`src/rtl/bin2bcd_seq.sv`:
```
// Sequential binary-to-BCD converter (double dabble, one bit per clock) with a
// start/busy/done handshake. Define BIN2BCD_BLANK_EN for leading-zero blanking.
module bin2bcd_seq #(
    parameter int BIN_W  = 10,
    parameter int DIGITS = 4
) (
    input  logic                  clk,
    input  logic                  rst_n,
    input  logic                  start,
    input  logic [BIN_W-1:0]      bin_in,
    output logic                  busy,
    output logic                  done,
    output logic [4*DIGITS-1:0]   bcd_out,
    output logic                  ovf
);

    localparam int BCD_W = 4 * DIGITS;
    localparam int SCR_W = BCD_W + 4 + BIN_W;
    localparam int CNT_W = $clog2(BIN_W + 1);

    typedef enum logic [1:0] {
        IDLE,
        SHIFT,
        FINISH
    } state_t;

    state_t             state;
    state_t             state_next;
    logic [CNT_W-1:0]   cnt;
    logic [SCR_W-1:0]   scratch;
    logic [SCR_W-1:0]   adjusted;
    logic               lost;
    logic               load;
    logic               step;
    logic               finish;
    logic               res_ovf;
    logic [BCD_W-1:0]   res_bcd;
`ifdef BIN2BCD_BLANK_EN
    logic               leading;
`endif

    always_ff @(posedge clk or negedge rst_n) begin
        if (!rst_n) begin
            state <= IDLE;
        end else begin
            state <= state_next;
        end
    end

    always_comb begin
        state_next = state;
        load       = 1'b0;
        step       = 1'b0;
        finish     = 1'b0;
        busy       = 1'b0;
        unique case (state)
            IDLE: begin
                if (start) begin
                    load       = 1'b1;
                    state_next = SHIFT;
                end
            end
            SHIFT: begin
                busy = 1'b1;
                step = 1'b1;
                if (cnt == CNT_W'(1)) begin
                    state_next = FINISH;
                end
            end
            FINISH: begin
                busy       = 1'b1;
                finish     = 1'b1;
                state_next = IDLE;
            end
            default: state_next = IDLE;
        endcase
    end

    // Add-3 correction on every BCD nibble and the guard nibble before the shift.
    always_comb begin
        adjusted = scratch;
        for (int i = 0; i <= DIGITS; i++) begin
            if (scratch[BIN_W + 4*i +: 4] >= 4'd5) begin
                adjusted[BIN_W + 4*i +: 4] = scratch[BIN_W + 4*i +: 4] + 4'd3;
            end
        end
    end

    // 'lost' remembers any bit shifted out past the guard nibble, so values far
    // beyond the display range can never wrap the guard back to zero.
    always_ff @(posedge clk or negedge rst_n) begin
        if (!rst_n) begin
            scratch <= '0;
            cnt     <= '0;
            lost    <= 1'b0;
        end else if (load) begin
            scratch <= {{(BCD_W + 4){1'b0}}, bin_in};
            cnt     <= CNT_W'(BIN_W);
            lost    <= 1'b0;
        end else if (step) begin
            scratch <= {adjusted[SCR_W-2:0], 1'b0};
            cnt     <= cnt - CNT_W'(1);
            lost    <= lost | adjusted[SCR_W-1];
        end
    end

    always_comb begin
        res_ovf = lost || (scratch[SCR_W-1 -: 4] != 4'd0);
        res_bcd = scratch[BIN_W +: BCD_W];
`ifdef BIN2BCD_BLANK_EN
        leading = 1'b1;
`endif
        if (res_ovf) begin
            res_bcd = {DIGITS{4'd9}};
        end
`ifdef BIN2BCD_BLANK_EN
        else begin
            // Digit 0 is never blanked so a zero value still shows "0".
            for (int d = DIGITS - 1; d >= 1; d--) begin
                if (leading && (res_bcd[4*d +: 4] == 4'd0)) begin
                    res_bcd[4*d +: 4] = 4'hF;
                end else begin
                    leading = 1'b0;
                end
            end
        end
`endif
    end

    always_ff @(posedge clk or negedge rst_n) begin
        if (!rst_n) begin
            done    <= 1'b0;
            bcd_out <= '0;
            ovf     <= 1'b0;
        end else begin
            done <= finish;
            if (finish) begin
                bcd_out <= res_bcd;
                ovf     <= res_ovf;
            end
        end
    end

endmodule
```
`config.mk`:
```
export PLATFORM = sky130hd
export DESIGN_NAME = bin2bcd_seq
export DESIGN_NICKNAME = d
export VERILOG_FILES = /design/src/rtl/bin2bcd_seq.sv
export SDC_FILE = /design/constraint.sdc
export NUM_CORES = 1
export LEC_CHECK = 0
export BUFFER_PORTS_ARGS = -buffer_cell sky130_fd_sc_hd__buf_4
export CORE_ASPECT_RATIO = 2
export CORE_MARGIN = 3
export CORE_UTILIZATION = 55
export CTS_BUF_LIST = sky130_fd_sc_hd__clkbuf_4
export CTS_CLUSTER_SIZE = 30
export DETAILED_ROUTE_END_ITERATION = 6
export PLACE_DENSITY = 0.76
export SLEW_MARGIN = 20
export SYNTH_ARGS = -nofsm -noshare
export SYNTH_HDL_FRONTEND = slang
export SYNTH_SLANG_ARGS = --single-unit
```
`constraint.sdc`:
```
create_clock -name clk -period 3.6 [get_ports clk]
set_clock_uncertainty 0.2 [all_clocks]
set_input_delay 0.36 -clock clk [delete_from_list [all_inputs] [get_ports clk]]
set_output_delay 0.36 -clock clk [all_outputs]
set_load 0.02 [all_outputs]
```
==> impl_metrics.toml, run 1 <==
[cells_and_area]
fill_cells = 405
mostFrequentLayoutCell = "dfrtp_1"
area_delta_synth_final_pct = 12.8
nets = 369
post-route-util = 0.654
mostFrequentLayoutCells = "55 x dfrtp_1, 37 x nand2_1, 33 x buf_4, 31 x o21ai_0, 24 x inv_1"
drive_gt1_frac = 0.153
regArea_um2 = 1380
finalNonFillerCells = 397
finalInstanceArea_um2 = 3270
multi_input_area_um2 = 1330

[route]
drt-total-wl_um = 5790
drt_first_pass_iters = 4
dr_total_vias = 2213
drt_iter0_drc = 61
vias_per_cell = 5.57
drcViolationCount = 0
wl_per_cell_um = 14.6
ant_nets = 0

[pwr]
pwr-share-comb = 0.497
p_leak_nw = 1.46
intPower_mw = 1.52
p_sw_mw = 1.18
clockPowerShare = 0.103
power_mw = 2.70
seqPwrFrac = 0.401
ir_worst_vdd_uv = 528
power_density_nw_per_um2 = 826
p_sw_frac = 0.436

[sta]
hold_viol = 0
relSlewSlack = 0.422
rsz0062_at_grt = "false"
fmax_mhz = 436
finalSetupViolations = 0
maxSlewViolCount = 0
setup_tns_ns = 0
tightestPinTransition_ns = 0.866
holdWs_ns = 0.00499
finalCritPeriodShare = 0.636
setup_slack_ns = 1.31
period_needed_ns = 2.29

[place]
hpwl_um = 4010
io_buffers = 31
dp_cells = 378
post-place-ws_ns = 1.32
post_dp_cell_area_um2 = 3110
routabilityCongestion = 0.804

[worst_hold_path]
min_path_type = "input pin to register"

[floorplan]
core_area_um2 = 5000
die_area_um2 = 6240
die_w_um = 57.4
fp.dieH_um = 109
pin_count = 32
rows = 36
initial_utilization = 0.580

[global_route]
grt_pass1_vias = 2330
grt.overflow.total = 0
track_usage = 0.205
grt_pass1_wl_um = 10000
antenna_found_initial = 1
grt_max_degree = 56

[clock_tree]
cts_buffers = 5
clk_pin_slew_ns = 0.15
tritoncts = "built"
ctsHtreeMaxLevel = 2
cts_setup_buffers = 0
cts-root-buf = "clkbuf_4"
cts.sinks = 55
clock_latency_ns = 0.38
cts_resized = 0
ctsHoldBuffers = 10
clockBufferDepth = 2

[worst_setup_path]
crit_required_ns = 3.65
slowest_stage = "ha_2"
crit_path_end_kind = "register"
critPathMaxStageDelay_ns = 0.77
crit_type = "register to register"
cp.arrival_ns = 2.34
crit_path_start_kind = "register"
crit_chain = "inv_1 -> ha_2 -> buf_4 -> mux2i_1 -> o21ai_0"
critPathMaxFanout = 54

[outcome]
status = "complete, no violations"

[synth]
synth.distinct_cells = 36
synthFlopType = "dfrtp_1"
synth_edf_count = 0
ys_seq_area_frac = 0.474
netlist_instances = 305
postSynth.asyncResetShare = 1.00
avgSynthCellArea_um2 = 9.51
ys_ff_latch = 55
syn_nets = 336
yosysWarnings = 0
synth_area_um2 = 2900

[run]
cap_violations = 0
layout make-up:
class / instances / share of cell area
diodes: 1 / 0.000765
clock buffers: 6 / 0.0138
clock inverters: 2 / 0.00382
inverters: 24 / 0.0275
multi-input cells: 209 / 0.405
flip-flops and latches: 55 / 0.421
well taps: 57 / 0.0218
repair buffers: 43 / 0.106
power by group through the flow:
stage | combinational [mW] | clock [mW] | sequential, mW
floorplan | 1.00 | 0 | 1.10
global placement | 1.29 | 0 | 1.08
detailed placement | 1.34 | 0 | 1.09
CTS | 1.35 | 0.281 | 1.08
global route | 1.51 | 0.306 | 1.12
finish | 1.34 | 0.278 | 1.08
registers in the layout (all words and copies together) (netlist names):
name     cells
bcd_out     16
cnt          4
done         1
lost         1
ovf          1
scratch     30
state        2
Yosys cell counts, types with 2 or more instances:
cell type / instances / area, um^2
dfrtp_1: 55 / 1380
o21ai_0: 31 / 155
nand3b_1: 3 / 22.5
buf_2: 9 / 45.0
nand2b_1: 7 / 43.8
o22ai_1: 6 / 37.5
xnor2_1: 2 / 17.5
or3_1: 2 / 12.5
mux2i_1: 10 / 100
o22a_1: 3 / 26.3
o21a_1: 2 / 15.0
a21oi_1: 19 / 95.1
and3_1: 3 / 18.8
nor2b_1: 5 / 31.3
nand3_1: 7 / 35.0
nor3_1: 5 / 25.0
nand2_1: 37 / 139
a211oi_1: 2 / 15.0
buf_6: 3 / 33.8
buf_4: 4 / 30.0
xor2_1: 4 / 35.0
ha_1: 18 / 225
inv_1: 24 / 90.1
o21ai_2: 3 / 26.3
nand4_1: 4 / 25.0
o31ai_1: 3 / 22.5
nor2_1: 20 / 75.1
a31oi_1: 5 / 31.3
mux2_2: 2 / 22.5
metal layers:
layer  GRT usage  wire length [um]  vias to the layer above
met1       0.224              2280                     1060
met2       0.372              3190                       47
li1            -                 -                     1097
met4       0.103               127                        0
met5           0                 0                        -
met3      0.0332               194                        9
critical path, delay by kind of cell (launching register included):
kind,cells,cell delay [ns]
adder cells (fa/ha/maj),1,0.77
buffers and inverters,2,0.45
flip-flops,1,0.43
multiplexers,1,0.21
AO/OA/AOI/OAI,1,0.10
final timing paths:
check / from / cells after the start / slack (ns) / end
min: bin_in[1] / 3 / 0.005 / scratch[1]$_DFFE_PN0P_
max: state[1]$_DFFE_PN0P_ / 5 / 1.31 / scratch[3]$_DFFE_PN0P_
min reg2reg: bcd_out[3]$_DFFE_PN0P_ / 1 / 0.32 / bcd_out[3]$_DFFE_PN0P_
max reg2reg: state[1]$_DFFE_PN0P_ / 5 / 1.31 / scratch[3]$_DFFE_PN0P_
max in group asynchronous: rst_n / 2 / 2.39 / bcd_out[15]$_DFFE_PN0P_
min in group asynchronous: rst_n / 2 / 0.33 / bcd_out[14]$_DFFE_PN0P_
cell families (layout without fill, tap and decap cells):
logic type,count (synthesis),after routing,synth area share
flip-flops,55,55,0.474
adder cells (fa/ha/maj),18,18,0.0776
AO/OA/AOI/OAI,75,75,0.149
AND/OR/NAND/NOR,97,97,0.163
XOR/XNOR,6,6,0.0181
multiplexers,13,13,0.0474
buffers and inverters,41,75,0.0699
other,0,1,0
Note: power is estimated with default switching activity, not from simulation.
==> run 2, diff against run 1 <==
--- a/config.mk
+++ b/config.mk
@@ -12,7 +12,7 @@
 export CTS_BUF_LIST = sky130_fd_sc_hd__clkbuf_4
 export CTS_CLUSTER_SIZE = 30
 export DETAILED_ROUTE_END_ITERATION = 6
-export PLACE_DENSITY = 0.76
+export PLACE_DENSITY = 0.79
 export SLEW_MARGIN = 20
 export SYNTH_ARGS = -nofsm -noshare
 export SYNTH_HDL_FRONTEND = slang
==> constraint.sdc (replaced) <==
create_clock -name clk -period 2.1 [get_ports clk]
set_clock_uncertainty 0.2 [all_clocks]
set_input_delay 0.21 -clock clk [delete_from_list [all_inputs] [get_ports clk]]
set_output_delay 0.21 -clock clk [all_outputs]
set_load 0.02 [all_outputs]
==> run 2 against run 1 <==
  * Clock power up 63%
  * Die area unchanged
  * Via count down 0.68%
==> impl_metrics.toml, run 2 (synthesized netlist as in run 1, its figures left out) <==
[outcome]
status = "complete, no violations"

[floorplan]
initial_utilization = 0.580
fp.dieH_um = 109
die_w_um = 57.4
die_area_um2 = 6240
pin_count = 32
rows = 36
core_area_um2 = 5000

[cells_and_area]
largest_register = "scratch"
finalNonFillerCells = 399
area_delta_synth_final_pct = 14.2
mostFrequentLayoutCells = "55 x dfrtp_1, 37 x nand2_1, 33 x buf_4, 31 x o21ai_0, 24 x inv_1"
top_regs = "scratch: 30 flops, bcd_out: 16 flops, cnt: 4 flops"
drive_gt1_frac = 0.152
mostFrequentLayoutCell = "dfrtp_1"
insertedDiodeCount = 0
post-route-util = 0.663
largest_reg_flops = 30
nets = 372

[clock_tree]
cts_buffers = 5
cts_resized = 0
clockBufferDepth = 2
clk_pin_slew_ns = 0.14
cts.sinks = 55
cts_setup_buffers = 0
tritoncts = "built"
ctsHtreeMaxLevel = 2
cts-root-buf = "clkbuf_4"
clock_latency_ns = 0.39

[pwr]
power_density_nw_per_um2 = 1410
p_leak_nw = 1.47
pwr-share-comb = 0.510
p_sw_mw = 2.03
ir_worst_vdd_uv = 972
seqPwrFrac = 0.394
clockPowerShare = 0.097
intPower_mw = 2.65
p_sw_frac = 0.433

[worst_setup_path]
crit_path_start_kind = "register"
critPathMaxFanout = 5
cp.arrival_ns = 1.95
crit_path_end_kind = "register"
critPathMaxStageDelay_ns = 0.45
slowest_stage = "dfrtp_1"
reg2reg_depth = 6
crit_chain = "inv_1 -> ha_1 -> nand2b_1 -> a21oi_2 -> mux2_4 -> a21oi_1"
crit_type = "register to register"
crit_required_ns = 2.21

[route]
drt_iter0_drc = 80
ant_nets = 0
drcViolationCount = 0
drt_first_pass_iters = 4
wl_per_cell_um = 14.3
vias_per_cell = 5.51
dr_total_vias = 2198
drt-total-wl_um = 5720

[sta]
rsz0062_at_grt = "false"
hold_viol = 0
tightestPinTransition_ns = 0.668
setup_tns_ns = 0
fmax_mhz = 545
finalCritPeriodShare = 0.874
relSlewSlack = 0.555
period_needed_ns = 1.84
finalSetupViolations = 0
maxSlewViolCount = 0

[global_route]
grt_max_degree = 56
antenna_found_initial = 0
grt_pass1_vias = 2250
track_usage = 0.205
grt_pass1_wl_um = 9980
grt.overflow.total = 0

[place]
dp_cells = 380
io_buffers = 31
routabilityCongestion = 0.838
hpwl_um = 4070

[worst_hold_path]
min_path_type = "input pin to register"
hold_depth = 3

[run]
cap_violations = 0
-- run 2: cell count changes in the layout (fill, tap and decap cells not counted), sizes merged --
| cell | change |
|---|---|
| dlygate4sd3 | +1 |
| diode | -1 |
| clkinvlp | +1 |
| clkbuf | -1 |
| buf | +2 |
-- run 2: layout make-up --
type | count | area (um^2)
sequential | 55 | 1380
inverter | 24 | 90.1
tap | 57 | 71.3
multi-input combinational | 209 | 1330
clock inverter | 3 | 15.0
timing repair buffer | 46 | 398
clock buffer | 5 | 37.5
fill | 427 | 1690
-- run 2: layer usage --
| metal | vias up | routed length [um] | part of all wire | global-route usage |
|---|---|---|---|---|
| met5 | - | 0 | 0 | 0 |
| met4 | 0 | 94 | 0.016 | 0.0763 |
| met3 | 6 | 189 | 0.033 | 0.0320 |
| li1 | 1097 | - | - | - |
| met2 | 40 | 3300 | 0.58 | 0.397 |
| met1 | 1055 | 2130 | 0.37 | 0.211 |
-- run 2: worst max-delay path, delay by kind of cell (launching register included) --
family	cells	cell delay, ns
compound gates	2	0.39
simple gates	1	0.08
buf+inv	1	0.12
fa+ha+maj	1	0.20
flops	1	0.45
mux	1	0.33
-- run 2: per-stage QoR --
stage / power, mW / setup slack [ns] / hold WS, ns / instance area [um^2]
floorplan: 3.61 / 0.480 / -0.286 / 2900
global placement: 4.16 / 0.339 / 0.0949 / 3150
detailed placement: 4.25 / 0.286 / 0.0944 / 3150
CTS: 4.72 / 0.250 / 0.134 / 3310
global route: 5.10 / 0.139 / 0.174 / 3310
finish: 4.68 / 0.264 / 0.160 / 3310
-- run 2: power groups by stage --
stage	Sequential [mW]	Combinational (mW)	Clock, mW
6_report	1.84	2.38	0.452
5_1_grt	1.91	2.68	0.511
4_1_cts	1.84	2.41	0.470
3_5_place_dp	1.87	2.38	0
3_3_place_gp	1.85	2.30	0
2_1_floorplan	1.89	1.72	0
-- run 2: final timing paths --
check / endpoint / slack [ns] / from
worst max-delay path: scratch[28]$_DFFE_PN0P_ / 0.26 / scratch[26]$_DFFE_PN0P_
worst min-delay path: cnt[1]$_DFFE_PN0P_ / 0.16 / start
worst max register to register: scratch[28]$_DFFE_PN0P_ / 0.26 / scratch[26]$_DFFE_PN0P_
worst min register to register: ovf$_DFFE_PN0P_ / 0.31 / ovf$_DFFE_PN0P_
max in group asynchronous: scratch[1]$_DFFE_PN0P_ / 1.08 / rst_n
min in group asynchronous: scratch[17]$_DFFE_PN0P_ / 0.17 / rst_n
-- run 2: what timing repair did --
item                       CTS  global route
hold buffers                11             0
hold endpoints to repair    65             0
setup endpoints to repair    0             0
==> run 3, diff against run 2 <==
--- a/config.mk
+++ b/config.mk
@@ -10,8 +10,10 @@
 export CORE_MARGIN = 3
 export CORE_UTILIZATION = 55
 export CTS_BUF_LIST = sky130_fd_sc_hd__clkbuf_4
+export CTS_CLUSTER_DIAMETER = 80
 export CTS_CLUSTER_SIZE = 30
 export DETAILED_ROUTE_END_ITERATION = 6
+export HOLD_SLACK_MARGIN = 0.08
 export PLACE_DENSITY = 0.79
 export SLEW_MARGIN = 20
 export SYNTH_ARGS = -nofsm -noshare
==> constraint.sdc (replaced) <==
create_clock -name clk -period 2.1 [get_ports clk]
set_clock_uncertainty 0.2 [all_clocks]
set_input_delay 0.525 -clock clk [delete_from_list [all_inputs] [get_ports clk]]
set_output_delay 0.525 -clock clk [all_outputs]
set_load 0.02 [all_outputs]
==> run 3 against run 2 <==
  * Final area shrank 2.9%
  * Core utilization shrank 2.0 points
  * Non-clock buffer count shrank 8
  * Worst setup slack lost 0.18 ns
  * Routed wire length shrank 3.1%
==> impl_metrics.toml, run 3 (synthesized netlist as in run 1, its figures left out) <==
[outcome]
status = "complete, no violations"

[worst_setup_path]
crit_chain = "inv_1 -> ha_1 -> buf_4"
critPathMaxStageDelay_ns = 0.41
crit_type = "register to output pin"
cp.arrival_ns = 1.29
critPathMaxFanout = 3
slowest_stage = "dfrtp_1"
crit_required_ns = 1.37
crit_path_end_kind = "output pin"
crit_path_start_kind = "register"

[pwr]
power_mw = 4.66
ir_worst_vdd_uv = 868
p_leak_nw = 1.44
power_density_nw_per_um2 = 1450

[sta]
setup_tns_ns = 0
rsz0062_at_grt = "false"
maxSlewViolCount = 0
hold_viol = 0
finalCritPeriodShare = 0.962
fmax_mhz = 495
period_needed_ns = 2.02
finalSetupViolations = 0
tightestPinTransition_ns = 0.678
relSlewSlack = 0.548

[route]
drt_first_pass_iters = 4
ant_nets = 0
drt-total-wl_um = 5540
dr_total_vias = 2205
wl_per_cell_um = 14.2
drcViolationCount = 0
vias_per_cell = 5.64
drt_iter0_drc = 69

[cells_and_area]
nets = 364
mostFrequentLayoutCells = "55 x dfrtp_1, 37 x nand2_1, 36 x buf_4, 31 x o21ai_0, 23 x inv_1"
drive_gt1_frac = 0.165
fill_cells = 432
mostFrequentLayoutCell = "dfrtp_1"
top_regs = "scratch: 30 flops, bcd_out: 16 flops, cnt: 4 flops"
insertedDiodeCount = 0
area_delta_synth_final_pct = 10.8
largest_register = "scratch"
largest_reg_flops = 30

[clock_tree]
clock_latency_ns = 0.39
clk_pin_slew_ns = 0.14
clockBufferDepth = 2
cts-root-buf = "clkbuf_4"
cts.sinks = 55
cts_buffers = 5
tritoncts = "built"
ctsHtreeMaxLevel = 2

[floorplan]
fp.dieH_um = 109
die_w_um = 57.4
pin_count = 32
core_area_um2 = 5000
initial_utilization = 0.580
rows = 36
die_area_um2 = 6240

[worst_hold_path]
min_path_type = "input pin to register"

[global_route]
track_usage = 0.198
antenna_found_initial = 0
grt_pass1_vias = 2244
grt.overflow.total = 0
grt_max_degree = 56
grt_pass1_wl_um = 9760

[place]
hpwl_um = 4110
routabilityCongestion = 0.832
io_buffers = 31

[run]
cap_violations = 0
## run 3: changes by cell type in the layout (fill, tap and decap cells not counted)
cell | previous run | this run
dlygate4sd3_1 | 11 | 1
buf_4 | 33 | 36
buf_12 | 2 | 1
inv_1 | 24 | 23
inv_2 | 0 | 1
## run 3: metrics by stage
| step | hold slack, ns | area [um^2] | worst slack (ns) | util | std cells |
|---|---|---|---|---|---|
| 2_1_floorplan | 0.0294 | 2900 | 0.480 | - | 305 |
| 6_report | 0.144 | 3220 | 0.0805 | 0.643 | 391 |
| 4_1_cts | 0.132 | 3220 | 0.0150 | 0.643 | 391 |
| 3_3_place_gp | 0.278 | 3150 | 0.348 | 0.629 | 381 |
| 3_5_place_dp | 0.297 | 3150 | 0.310 | 0.629 | 381 |
| 5_1_grt | 0.139 | 3220 | 0.0194 | 0.643 | 391 |
## run 3: area by class of cell
type,instances,area (um^2),share of cell area
Clock inverter,3,15.0,0.00467
Multi-Input combinational cell,209,1330,0.412
Tap cell,57,71.3,0.0222
Clock buffer,5,37.5,0.0117
Sequential cell,55,1380,0.428
Inverter,24,90.1,0.0280
Timing Repair Buffer,38,300,0.0934
## run 3: metal layers
metal | vias to the layer above | global-route usage | part of all wire
met2 | 38 | 0.364 | 0.57
met3 | 10 | 0.0438 | 0.033
met4 | 0 | 0.0846 | 0.025
met5 | - | 0 | 0
met1 | 1068 | 0.209 | 0.38
li1 | 1089 | - | -
## run 3: worst max-delay path: cells and delay by family (launching register included)
family	cells	cell delay [ns]
flip-flops	1	0.41
buffers and inverters	2	0.27
adder cells (fa/ha/maj)	1	0.25
## run 3: path summary, 6_finish.rpt
path                                         start                 endpoint  slack (ns)  cells past startpoint
setup / recovery              state[0]$_DFFE_PN0P_                     busy        0.08                      3
hold / removal                           bin_in[6]   scratch[6]$_DFFE_PN0P_        0.14                      3
setup reg to reg           scratch[26]$_DFFE_PN0P_  scratch[28]$_DFFE_PN0P_        0.27                      6
hold reg to reg            bcd_out[11]$_DFFE_PN0P_  bcd_out[11]$_DFFE_PN0P_        0.33                      1
max in group asynchronous                    rst_n  scratch[10]$_DFFE_PN0P_        0.74                      2
min in group asynchronous                    rst_n   bcd_out[7]$_DFFE_PN0P_        0.48                      2
## run 3: power by group
part / internal (mW) / total, mW / switching, mW / leakage (nW)
Combinational: 1.04 / 2.39 / 1.34 / 0.735
Clock: 0.124 / 0.448 / 0.325 / 0.0263
Sequential: 1.47 / 1.83 / 0.356 / 0.678
## run 3: repair_timing
item	CTS	global route
endpoints found under the hold margin	55	0
endpoints found under the setup margin	1	1
hold buffers	1	0
setup buffers	1	0
gates resized for setup	0	1
